==> config.mk <==
export PLATFORM = sky130hd
export DESIGN_NAME = ps2_scancode_rx
export DESIGN_NICKNAME = d
export VERILOG_FILES = /design/src/rtl/ps2_scancode_rx.sv
export SDC_FILE = /design/constraint.sdc
export NUM_CORES = 1
export LEC_CHECK = 0
export ABC_AREA = 1
export ABC_CLOCK_PERIOD_IN_PS = 1900
export BUFFER_PORTS_ARGS = -buffer_cell sky130_fd_sc_hd__clkbuf_2
export CORE_ASPECT_RATIO = 1.5
export CORE_MARGIN = 2
export CORE_UTILIZATION = 35
export DETAILED_ROUTE_END_ITERATION = 7
export MAX_ROUTING_LAYER = met4
export PLACE_DENSITY = 0.52
export SYNTH_ARGS = -nofsm -noshare
export SYNTH_HDL_FRONTEND = slang
export SYNTH_SLANG_ARGS = --single-unit
==> constraint.sdc <==
create_clock -name clk -period 1.9 [get_ports clk]
set_clock_uncertainty 0.15 [all_clocks]
set_input_delay 0.19 -clock clk [delete_from_list [all_inputs] [get_ports clk]]
set_output_delay 0.19 -clock clk [all_outputs]
set_load 0.01 [all_outputs]
==> src/rtl/ps2_scancode_rx.sv <==
// ps2_scancode_rx: PS/2 device-to-host receiver feeding the ZX keyboard matrix mapper.
// The raw kbd_clk/kbd_data pins are synchronised and kbd_clk is deglitched.
// The receiver deframes 11-bit frames and packs prefix bytes (E0/F0/E1) with the
// byte that follows them into one 32-bit scancode, presented as kbd_key.
// Optional feature: define PS2_TYPEMATIC_SUPPRESS_EN to drop repeated make codes
// (typematic repeats) until a break code, reset or receive error is seen.
module ps2_scancode_rx #(
    parameter int FILTER_LEN     = 8,
    parameter int TIMEOUT_CYCLES = 50000
) (
    input  logic        clk,
    input  logic        reset,
    input  logic        kbd_clk,
    input  logic        kbd_data,
    output logic [31:0] kbd_key,
    output logic        kbd_key_valid,
    output logic        rx_error
);

    localparam int              TO_W      = $clog2(TIMEOUT_CYCLES + 1);
    localparam logic [7:0]      FILT_LAST = 8'(FILTER_LEN - 1);
    localparam logic [TO_W-1:0] TO_LAST   = TO_W'(TIMEOUT_CYCLES - 1);
    localparam logic [7:0]      PFX_E0    = 8'hE0;
    localparam logic [7:0]      PFX_E1    = 8'hE1;
    localparam logic [7:0]      PFX_F0    = 8'hF0;

    typedef enum logic [1:0] {IDLE, DATA, PARITY, STOP} state_t;

    logic            clk_sync_p0, clk_sync_p1;
    logic            data_sync_p0, data_sync_p1;
    logic            filt_clk;
    logic [7:0]      filt_cnt;
    logic            filt_toggle;
    logic            fall;
    state_t          state, state_next;
    logic [2:0]      bit_cnt;
    logic [7:0]      shift_reg;
    logic            parity_bit;
    logic [TO_W-1:0] to_cnt;
    logic            timeout;
    logic            byte_done;
    logic            frame_err;
    logic [31:0]     acc;
    logic [31:0]     acc_shift;
    logic            e1_hold;

    // Stage p0/p1: two-flop synchronisers on both pins, idling high like the bus
    always_ff @(posedge clk) begin
        if (reset) begin
            clk_sync_p0  <= 1'b1;
            clk_sync_p1  <= 1'b1;
            data_sync_p0 <= 1'b1;
            data_sync_p1 <= 1'b1;
        end else begin
            clk_sync_p0  <= kbd_clk;
            clk_sync_p1  <= clk_sync_p0;
            data_sync_p0 <= kbd_data;
            data_sync_p1 <= data_sync_p0;
        end
    end

    // The filtered clock only flips after FILTER_LEN consecutive disagreeing samples
    assign filt_toggle = (clk_sync_p1 != filt_clk) && (filt_cnt == FILT_LAST);
    assign fall        = filt_toggle && filt_clk;

    // Run-length deglitch filter on the synchronised clock
    always_ff @(posedge clk) begin
        if (reset) begin
            filt_clk <= 1'b1;
            filt_cnt <= 8'd0;
        end else if (clk_sync_p1 == filt_clk) begin
            filt_cnt <= 8'd0;
        end else if (filt_toggle) begin
            filt_clk <= ~filt_clk;
            filt_cnt <= 8'd0;
        end else begin
            filt_cnt <= filt_cnt + 8'd1;
        end
    end

    // A stalled frame is abandoned; a coincident falling edge always wins
    assign timeout = (state != IDLE) && !fall && (to_cnt == TO_LAST);

    // Frame state register
    always_ff @(posedge clk) begin
        if (reset) begin
            state <= IDLE;
        end else begin
            state <= state_next;
        end
    end

    // Frame sequencing on filtered falling edges, with stop/parity/start/timeout checks
    always_comb begin
        state_next = state;
        byte_done  = 1'b0;
        frame_err  = 1'b0;
        case (state)
            IDLE: begin
                if (fall) begin
                    if (!data_sync_p1) state_next = DATA;
                    else               frame_err  = 1'b1;
                end
            end
            DATA: begin
                if (fall && (bit_cnt == 3'd7)) state_next = PARITY;
            end
            PARITY: begin
                if (fall) state_next = STOP;
            end
            STOP: begin
                if (fall) begin
                    state_next = IDLE;
                    if (data_sync_p1 && (^{shift_reg, parity_bit})) byte_done = 1'b1;
                    else                                            frame_err = 1'b1;
                end
            end
            default: state_next = IDLE;
        endcase
        if (timeout) begin
            state_next = IDLE;
            frame_err  = 1'b1;
        end
    end

    // Bit counter and mid-frame inactivity timer
    always_ff @(posedge clk) begin
        if (reset) begin
            bit_cnt <= 3'd0;
            to_cnt  <= '0;
        end else begin
            if ((state == IDLE) || fall) to_cnt <= '0;
            else                         to_cnt <= to_cnt + TO_W'(1);
            if (state == IDLE)               bit_cnt <= 3'd0;
            else if ((state == DATA) && fall) bit_cnt <= bit_cnt + 3'd1;
        end
    end

    // Data bits arrive LSB first, so shift right and insert at the MSB
    always_ff @(posedge clk) begin
        if (fall && (state == DATA))   shift_reg  <= {data_sync_p1, shift_reg[7:1]};
        if (fall && (state == PARITY)) parity_bit <= data_sync_p1;
    end

    assign acc_shift = {acc[23:0], shift_reg};

`ifdef PS2_TYPEMATIC_SUPPRESS_EN
    logic [31:0] last_make;
    logic        last_make_vld;
    logic        has_break;
    logic        repeat_hit;

    assign has_break  = (acc_shift[31:24] == PFX_F0) || (acc_shift[23:16] == PFX_F0) ||
                        (acc_shift[15:8]  == PFX_F0) || (acc_shift[7:0]   == PFX_F0);
    assign repeat_hit = last_make_vld && !has_break && (acc_shift == last_make);
`endif

    // Scancode assembly: prefixes accumulate, the final byte emits the whole word
    always_ff @(posedge clk) begin
        if (reset) begin
            acc           <= '0;
            e1_hold       <= 1'b0;
            kbd_key       <= '0;
            kbd_key_valid <= 1'b0;
            rx_error      <= 1'b0;
`ifdef PS2_TYPEMATIC_SUPPRESS_EN
            last_make_vld <= 1'b0;
`endif
        end else begin
            kbd_key_valid <= 1'b0;
            rx_error      <= 1'b0;
            if (frame_err) begin
                rx_error <= 1'b1;
                acc      <= '0;
                e1_hold  <= 1'b0;
`ifdef PS2_TYPEMATIC_SUPPRESS_EN
                last_make_vld <= 1'b0;
`endif
            end else if (byte_done) begin
                if ((shift_reg == PFX_E0) || (shift_reg == PFX_F0)) begin
                    acc <= acc_shift;
                end else if (shift_reg == PFX_E1) begin
                    acc     <= acc_shift;
                    e1_hold <= 1'b1;
                end else if (e1_hold) begin
                    // The byte following E1 belongs to the pause sequence, not a key
                    acc     <= acc_shift;
                    e1_hold <= 1'b0;
                end else begin
                    acc <= '0;
`ifdef PS2_TYPEMATIC_SUPPRESS_EN
                    if (has_break) begin
                        kbd_key       <= acc_shift;
                        kbd_key_valid <= 1'b1;
                        last_make_vld <= 1'b0;
                    end else if (!repeat_hit) begin
                        kbd_key       <= acc_shift;
                        kbd_key_valid <= 1'b1;
                        last_make     <= acc_shift;
                        last_make_vld <= 1'b1;
                    end
`else
                    kbd_key       <= acc_shift;
                    kbd_key_valid <= 1'b1;
`endif
                end
            end
        end
    end

endmodule

== After elaboration in Yosys (flattened, before gate mapping) ==
Cells that the tools add are included.
W data, S select, Z words.

* Add/sub/neg operators: 3
* Equal/unequal tests: 16
* Multiplexer cells: 21
* Bitwise gates (word level): 7
* Reduce and logical (&&, ||, !) cells: 24

{| class="wikitable"
|+ Operators with widths
! kind !! number
|-
| $mux W24 || 3
|-
| $eq A8 B8 Y1 const B || 3
|-
| $add A16 B1 Y16 const B || 1
|-
| $eq A16 B16 Y1 const B || 1
|-
| $mux W1 || 11
|-
| $mux W2 || 5
|-
| $ne A2 B2 Y1 const B || 5
|-
| $reduce_and A5 Y1 || 2
|-
| $reduce_xor A9 Y1 || 1
|-
| $add A8 B1 Y8 const B || 1
|-
| $eq A8 B3 Y1 const B || 1
|-
| $logic_and A1 B1 Y1 || 8
|-
| $pmux W2 S4 || 1
|-
| $reduce_or A2 Y1 || 4
|-
| $not A1 Y1 || 7
|-
| $reduce_or A5 Y1 || 1
|-
| $eq A2 B2 Y1 const B || 2
|-
| $reduce_and A2 Y1 || 2
|-
| $add A3 B1 Y3 const B || 1
|-
| $eq A3 B3 Y1 const B || 1
|-
| $reduce_or A3 Y1 || 1
|-
| $eq A2 B1 Y1 const B || 1
|-
| $logic_not A2 Y1 || 1
|-
| $logic_or A1 B1 Y1 || 2
|-
| other kinds (5) || 5
|}

* Flip-flop bits (word level): 102
* Output and inout port bits: 34

== Depth between registers and ports, before layout ==
Gate-level depths: netlist (run 1).

* Word-level depth: 9
* Gate-level depth with buffers: 15
* Depth with buffers taken out: 15

== Worst setup path after synthesis (run 1) ==
Ideal clock, no wire load.

* Kind: register to register
* From: reg filt_cnt[0]
* To: reg bit_cnt[2]
* Arrival time: 1.771 ns
* Required time: 1.634 ns
* Path slack: -0.137 ns
* Cell stages (with the launch flop): 9
* Clock period less this slack: 2.037 ns
* Cells stage by stage: dfxtp_1 -> ha_1 -> nand2_1 -> nor3_2 -> nand3_2 -> nor2_1 -> inv_1 -> nor2_1 -> nor2_1

* Word-level cells in the longest chain between the ends: 4

{| class="wikitable"
|+ Ends and longest elaborated chain
! element !! RTL line !! RTL
|-
| start: declaration || 32 || <nowiki>logic [7:0] filt_cnt;</nowiki>
|-
| start signal: assignment || 77 || <nowiki>filt_cnt <= filt_cnt + 8'd1;</nowiki>
|-
| $eq A8 B3 Y1 || 63 || <nowiki>assign filt_toggle = (clk_sync_p1 != filt_clk) && (filt_cnt == FILT_LAST);</nowiki>
|-
| $logic_and A1 B1 Y1 || 63 ||
|-
| $logic_and A1 B1 Y1 || 64 || <nowiki>assign fall = filt_toggle && filt_clk;</nowiki>
|-
| $logic_and A1 B1 Y1 || 135 || <nowiki>else if ((state == DATA) && fall) bit_cnt <= bit_cnt + 3'd1;</nowiki>
|-
| end signal: assignment || 135 ||
|-
| end: declaration || 36 || <nowiki>logic [2:0] bit_cnt;</nowiki>
|}

No other way between the ends.
A chain may end at the register's enable or synchronous reset.

== Worst setup path in the final report (run 1) ==
* From: reg shift_reg[0]
* To: reg kbd_key[30]

* Word-level cells in the longest chain between the ends: 8
* Elaborated cells on any way between the ends: 17
* Those cells by class: eq/ne: 3; mux: 7; bitwise: 3; reduce/logical: 4

{| class="wikitable"
|+ Ends and longest elaborated chain
! element !! RTL line !! RTL
|-
| start: declaration || 37 || <nowiki>logic [7:0] shift_reg;</nowiki>
|-
| start signal: assignment || 141 || <nowiki>if (fall && (state == DATA)) shift_reg <= {data_sync_p1, shift_reg[7:1]};</nowiki>
|-
| $reduce_xor A9 Y1 || 114 || <nowiki>if (data_sync_p1 && (^{shift_reg, parity_bit})) byte_done = 1'b1;</nowiki>
|-
| $logic_and A1 B1 Y1 || 114 ||
|-
| $mux W1 || 114 ||
|-
| $mux W1 || 112 || <nowiki>if (fall) begin</nowiki>
|-
| $pmux W1 S2 || 98 || <nowiki>case (state)</nowiki>
|-
| $mux W1 || 120 || <nowiki>if (timeout) begin</nowiki>
|-
| $not A1 Y1 (no line) || n/a ||
|-
| $reduce_and A5 Y1 (no line) * || n/a ||
|-
| end signal: assignment || 203 || <nowiki>kbd_key <= acc_shift;</nowiki>
|-
| end: declaration || 15 || <nowiki>output logic [31:0] kbd_key,</nowiki>
|}

Mark *: on every way between the ends. The rest lies on a longest branch, timed or not.

==> results of run 1 <==
-- layer usage --
metal  wire [um]  up-vias  GRT usage [%]  part of all wire (%)
met5           0        -              -                     0
met1        4560     1809           16.9                    41
li1            -     2124              -                     -
met3         241       12           3.60                   2.2
met2        6090       40           27.9                    55
met4         238        0           5.71                   2.1
-- per-stage QoR --
stage | TNS [ns] | area (um^2) | total power, uW
after floorplan | 0 | 4540 | 2250
after global placement | -0.228 | 5200 | 2270
after detailed placement | -0.599 | 5200 | 2270
after CTS | -0.588 | 5600 | 4170
after global routing | -9.17 | 6240 | 4270
final | -2.73 | 6240 | 4130
-- power by group --
group / internal (uW) / switching [uW] / leakage, uW
combinational: 21.5 / 36.5 / 0.00197
clock: 1090 / 814 / 0.000156
sequential: 2170 / 3.06 / 0.000833
-- final timing paths --
path	endpoint	cells after the start
max	kbd_key[30]$_SDFFE_PP0P_	11
min	kbd_key_valid$_SDFF_PP0_	2
max reg2reg	kbd_key[30]$_SDFFE_PP0P_	11
min reg2reg	data_sync_p1$_SDFF_PP1_	1
-- layout make-up --
class	count	area share [%]
inverters	100	6.06
well taps	159	3.19
flip-flops and latches	102	34.3
repair buffers	111	16.0
multi-input cells	410	35.4
clock inverters	3	0.361
clock buffers	13	4.69
-- cells in the final DEF (no fill, tap or decap), types with 7 or more instances in the layout --
cell         n
a21oi_1     17
o21ai_1     16
nor2_1     121
inv_1       89
clkbuf_2    37
nand3_2      7
ha_1         7
clkbuf_16   18
nand2_1    104
edfxtp_1     9
nor3_1       9
inv_2        9
nand2_2     34
buf_12       8
nand2_4      9
o21ai_0     10
buf_4       49
dfxtp_1     87
nor2_2      24
-- cell families (layout without fill, tap and decap cells) --
| logic type | count (synthesis) | after routing | synth area share, % |
|---|---|---|---|
| and+or+nand+nor | 341 | 341 | 32.3 |
| buffers and inverters | 119 | 227 | 10.9 |
| DFF | 102 | 102 | 46.9 |
| AOI/OAI and AO/OA | 52 | 52 | 5.98 |
| xor gates and xnor gates | 9 | 9 | 1.74 |
| adders and majority gates | 8 | 8 | 2.20 |
-- timing repair --
item / CTS / global route
pin swaps: 1 / 22
buffers inserted: 8 / 13
endpoints found under the hold margin: 2 / 0
endpoints found under the setup margin: 49 / 81
hold buffers: 2 / 0
resized for setup: 2 / 113
gates cloned: 0 / 10
==> metrics.md, run 1 <==
| Metric | Value |
|---|---|
| Status | `finished, violations left` |
| Failing checks | `setup timing` |
| Gr usage total | `15.6%` |
| Final setup fails | `52` |
| Synth-to-Final Area Change | `37.4%` |
| Initial antenna violation count | `0` |
| CTS Root Cell | `clkbuf_16` |
| Hold Fails Final Rpt | `0` |
| Cell count after synthesis | `631` |
| CORE AREA | `0.0128 mm^2` |
| Reg area | `0.00214 mm^2` |
| Register area share after synthesis | `46.9%` |
| PortBufs | `37` |
| Most numerous cell in the Yosys netlist | `nor2_1` |
| Max reg flops | `32` |
| Worst-Skew Late Latency | `0.34 ns` |
| Dominant cell type by area after synthesis | `dfxtp_1` |
| Crit Path Category | `reg2reg` |
| Crit. Startpoint | `shift_reg[0]$_DFFE_PP_` |
| Hold Startpoint | `reset` |
| Largest net degree at the start of global routing | `24` |
| Sink Count | `102` |
| Slowest stage cell, crit path | `edfxtp_1` |
| Drt pass-1 iters | `4` |
| Setup crit end kind | `register` |
| Synth Warn # | `0` |
| Mapped cell area | `0.00454 mm^2` |
| Cell mode on critical path | `nand2_2` |
| Critical path cell sequence | `or2_1 > nand2_2 > nand3_2 > nand2_2 > nand2_2 > nand2_4 > nand4_4 > clkbuf_16 > clkbuf_16 > nor2_1 > nor2_1` |
| N_diodes | `0` |
| Worst EP arrival | `2.09 ns` |
| Post-synth top area share | `41.0%` |
| Least-Margin Pin Slew | `0.271 ns` |
| Leak Pwr | `0.00296 uW` |
| Seq cells post-synth | `102` |
| Synth Flop Type | `dfxtp_1` |
| Min-Delay Path Class | `in2reg` |
| Io pins | `38` |
| Dominant cells by area after synthesis | `dfxtp_1 41%, nor2_1 12%, nand2_1 11%, inv_1 8.1%, edfxtp_1 6.0%` |
| Site Rows | `51` |
| RR Startpoint | `shift_reg[0]$_DFFE_PP_` |
| Crit path required time | `1.99 ns` |
| Layout cells sized above 1 | `32.1%` |
| Final ANT Viol Nets | `0` |
| Peak VDD IR | `0.395 mV` |
| Crit path max fanout | `6` |
| Distinct cells, synth | `39` |
| Worst-path clk slew | `0.07 ns` |
| Die area | `0.0139 mm^2` |
| FFs w/ async S/R, synth | `0%` |
| Post-Place Worst Slack | `-0.0813 ns` |
| Iteration-0 DRC Markers | `105` |
| Die Y | `144 um` |
| Total gr overflow | `0` |
| Initial cell density of the core | `35.4%` |
| Number of synthesized flops with an enable pin | `9` |
| Post-synth top cells | `149 x nor2_1, 134 x nand2_1, 98 x inv_1` |
| Final worst setup slack | `-0.0992 ns` |
| Tmin final | `2.00 ns` |
| Routed wire length | `11,100 um` |
| Total CTS buffers | `9` |
| Reg with most FFs | `kbd_key` |
| Slew Limit Fails | `0` |
| Nets | `746` |
| CTS tree | `done` |
| Die X | `97.0 um` |
| Hold WS | `0.0624 ns` |
| Placed insts | `849` |
| Worst setup SP type | `register` |
| Final RePlAce weighted congestion | `0.783` |
| Via count | `3,985` |
| DP Wirelength | `7150 um` |
| Buf+Inv Stages, Crit Path | `2` |
| RSZ-0062 raised after global routing | `true` |
| Maxcap violations | `0` |
| H-tree depth | `3` |
| Biggest regs | `kbd_key: 32 flops, acc: 24 flops, to_cnt: 16 flops` |
| Global-route wire length before repair | `17,200 um` |
| FMAX | `500 MHz` |
| Vias in the first global route | `3,801` |
| Syn_area_per_cell | `7.20 um^2` |
| Vias per cell | `4.44` |
| Final Cycle Share | `105%` |
| FILL cells | `1,247` |
| Syn nets | `643` |
| Non-filler cells, final | `898` |
| Worst path max stage delay | `0.43 ns` |
| DRC | `0` |
| Setup slack, reg-to-reg | `-0.1 ns` |
| CP delay by family, top | `simple AND/OR/NAND/NOR gates` |
| Footprint of the multi-input gates | `0.00221 mm^2` |
| Final Util | `48.6%` |
| PwrDens | `662 mW/mm^2` |
| Clock buffer depth | `2` |
| Rel. slew slack | `82.0%` |
| Drt wl/cell | `12.4 um` |
Note: power is estimated with default switching activity, not from simulation.
==> inputs of run 2 (changes only) <==
Settings changed: SKIP_LAST_GASP set to 1, SLEW_MARGIN set to 20.
==> metrics.md, run 2 (synthesis gave the netlist of run 1 again) <==
| Metric | Value |
|---|---|
| Clock buffer depth | `2` |
| Final Cycle Share | `105%` |
| N_diodes | `0` |
| Die X | `97.0 um` |
| Largest net degree at the start of global routing | `24` |
| Die area | `0.0139 mm^2` |
| Rel. slew slack | `83.7%` |
| Worst setup SP type | `register` |
| Pwr Total | `4130 uW` |
| Nets | `746` |
| Synth-to-Final Area Change | `36.2%` |
| Initial cell density of the core | `35.4%` |
| Routed wire length | `11,100 um` |
| Min-Delay Path Class | `in2reg` |
| Setup crit end kind | `register` |
| Post-Place Worst Slack | `-0.0813 ns` |
| Crit Path Category | `reg2reg` |
| Final ANT Viol Nets | `0` |
| Worst-Skew Late Latency | `0.34 ns` |
| PortBufs | `37` |
| Gr usage total | `15.6%` |
| Die Y | `144 um` |
| Sink Count | `102` |
| CORE AREA | `0.0128 mm^2` |
| Max reg flops | `32` |
| Non-filler cells, final | `898` |
| RSZ-0062 raised after global routing | `true` |
| Final setup fails | `53` |
| Global-route wire length before repair | `17,200 um` |
| Placed insts | `849` |
| Maxcap violations | `0` |
| Final RePlAce weighted congestion | `0.783` |
| Worst-path clk slew | `0.07 ns` |
| FILL cells | `1,256` |
| Crit path max fanout | `9` |
| Initial antenna violation count | `0` |
| Commonest non-fill, non-tap cell in the layout | `nor2_1` |
| CTS tree | `done` |
| Biggest regs | `kbd_key: 32 flops, acc: 24 flops, to_cnt: 16 flops` |
| Peak VDD IR | `0.396 mV` |
| Tmin final | `2.00 ns` |
| Least-Margin Pin Slew | `0.243 ns` |
| Drt wl/cell | `12.4 um` |
| Most frequent cells in the layout | `122 x nor2_1, 113 x nand2_1, 89 x inv_1` |
| Status | `finished, violations left` |
| PwrDens | `667 mW/mm^2` |
| Vias in the first global route | `3,801` |
| Final worst setup slack | `-0.103 ns` |
| Drt pass-1 iters | `4` |
| DRC | `0` |
| FMAX | `499 MHz` |
| Failing checks | `setup timing` |
| Slew Limit Fails | `0` |
| Worst EP arrival | `2.09 ns` |
| Site Rows | `51` |
| Crit path required time | `1.99 ns` |
| CTS Root Cell | `clkbuf_16` |
| Iteration-0 DRC Markers | `95` |
| Total gr overflow | `0` |
| DP Wirelength | `7150 um` |
| Io pins | `38` |
| Leak Pwr | `0.00296 uW` |
| Reg with most FFs | `kbd_key` |
| Hold Fails Final Rpt | `0` |
| Layout cells sized above 1 | `30.4%` |
| H-tree depth | `3` |
| Via count | `4,005` |
| Total CTS buffers | `9` |
| Vias per cell | `4.46` |
==> run 2: cell counts in the layout (fill, tap and decap cells not counted) <==
No cell type changed its count.
==> run 2: metal layers <==
| metal | vias to the layer above | global-route usage, % | wire length (um) |
|---|---|---|---|
| met4 | 0 | 5.71 | 272 |
| met1 | 1824 | 16.9 | 4590 |
| met2 | 47 | 27.9 | 6020 |
| met5 | - | - | 0 |
| li1 | 2119 | - | - |
| met3 | 15 | 3.60 | 259 |
==> run 2: through the flow <==
step / utilization, % / setup TNS, ns / hold WS, ns / area, um^2
after global placement: 40.6 / -0.228 / 0.230 / 5200
after detailed placement: 40.6 / -0.599 / 0.235 / 5200
after floorplan: - / 0 / 0.144 / 4540
after CTS: 43.7 / -0.588 / 0.0306 / 5600
final: 48.2 / -2.77 / 0.0503 / 6190
after global routing: 48.2 / -9.35 / 0.0700 / 6190
==> run 2: final cells by class <==
| cell class | count | area [um^2] | share of cell area (%) |
|---|---|---|---|
| Inverter | 100 | 378 | 6.11 |
| Sequential cell | 102 | 2140 | 34.6 |
| Tap cell | 159 | 199 | 3.22 |
| Timing Repair Buffer | 111 | 992 | 16.0 |
| Clock buffer | 13 | 293 | 4.73 |
| Multi-Input combinational cell | 410 | 2160 | 35.0 |
| Clock inverter | 3 | 22.5 | 0.364 |
==> run 2: worst paths after layout <==
path	startpoint	end	slack, ns	cells after the start
worst max-delay path	shift_reg[0]$_DFFE_PP_	kbd_key[11]$_SDFFE_PP0P_	-0.10	11
worst min-delay path	reset	kbd_key_valid$_SDFF_PP0_	0.05	2
worst max register to register	shift_reg[0]$_DFFE_PP_	kbd_key[11]$_SDFFE_PP0P_	-0.10	11
worst min register to register	data_sync_p0$_SDFF_PP1_	data_sync_p1$_SDFF_PP1_	0.26	1
==> run 2: power breakdown <==
group / leakage, uW / total, uW / switching (uW) / internal [uW]
clock network: 0.000156 / 1900 / 811 / 1090
registers: 0.000833 / 2170 / 3.06 / 2170
logic: 0.00197 / 57.6 / 36.1 / 21.5
==> run 2: what timing repair did <==
| action | CTS | global route |
|---|---|---|
| hold endpoints to repair | 2 | 0 |
| setup endpoints to repair | 49 | 81 |
| cloned | 0 | 10 |
| hold buffers | 2 | 0 |
| resized for setup | 2 | 92 |
| buffers inserted | 8 | 13 |
| pin swaps | 1 | 22 |
==> run 2: critical path, cell delays in order, from the launching register on <==
cell and delay, ns:
edfxtp_1 0.43, or2_1 0.26, nand2_2 0.08, nand3_2 0.10, nand2_2 0.08, nand2_2 0.06
nand2_4 0.10, nand4_4 0.14, clkbuf_16 0.20, clkbuf_16 0.17, nor2_1 0.09, nor2_1 0.05
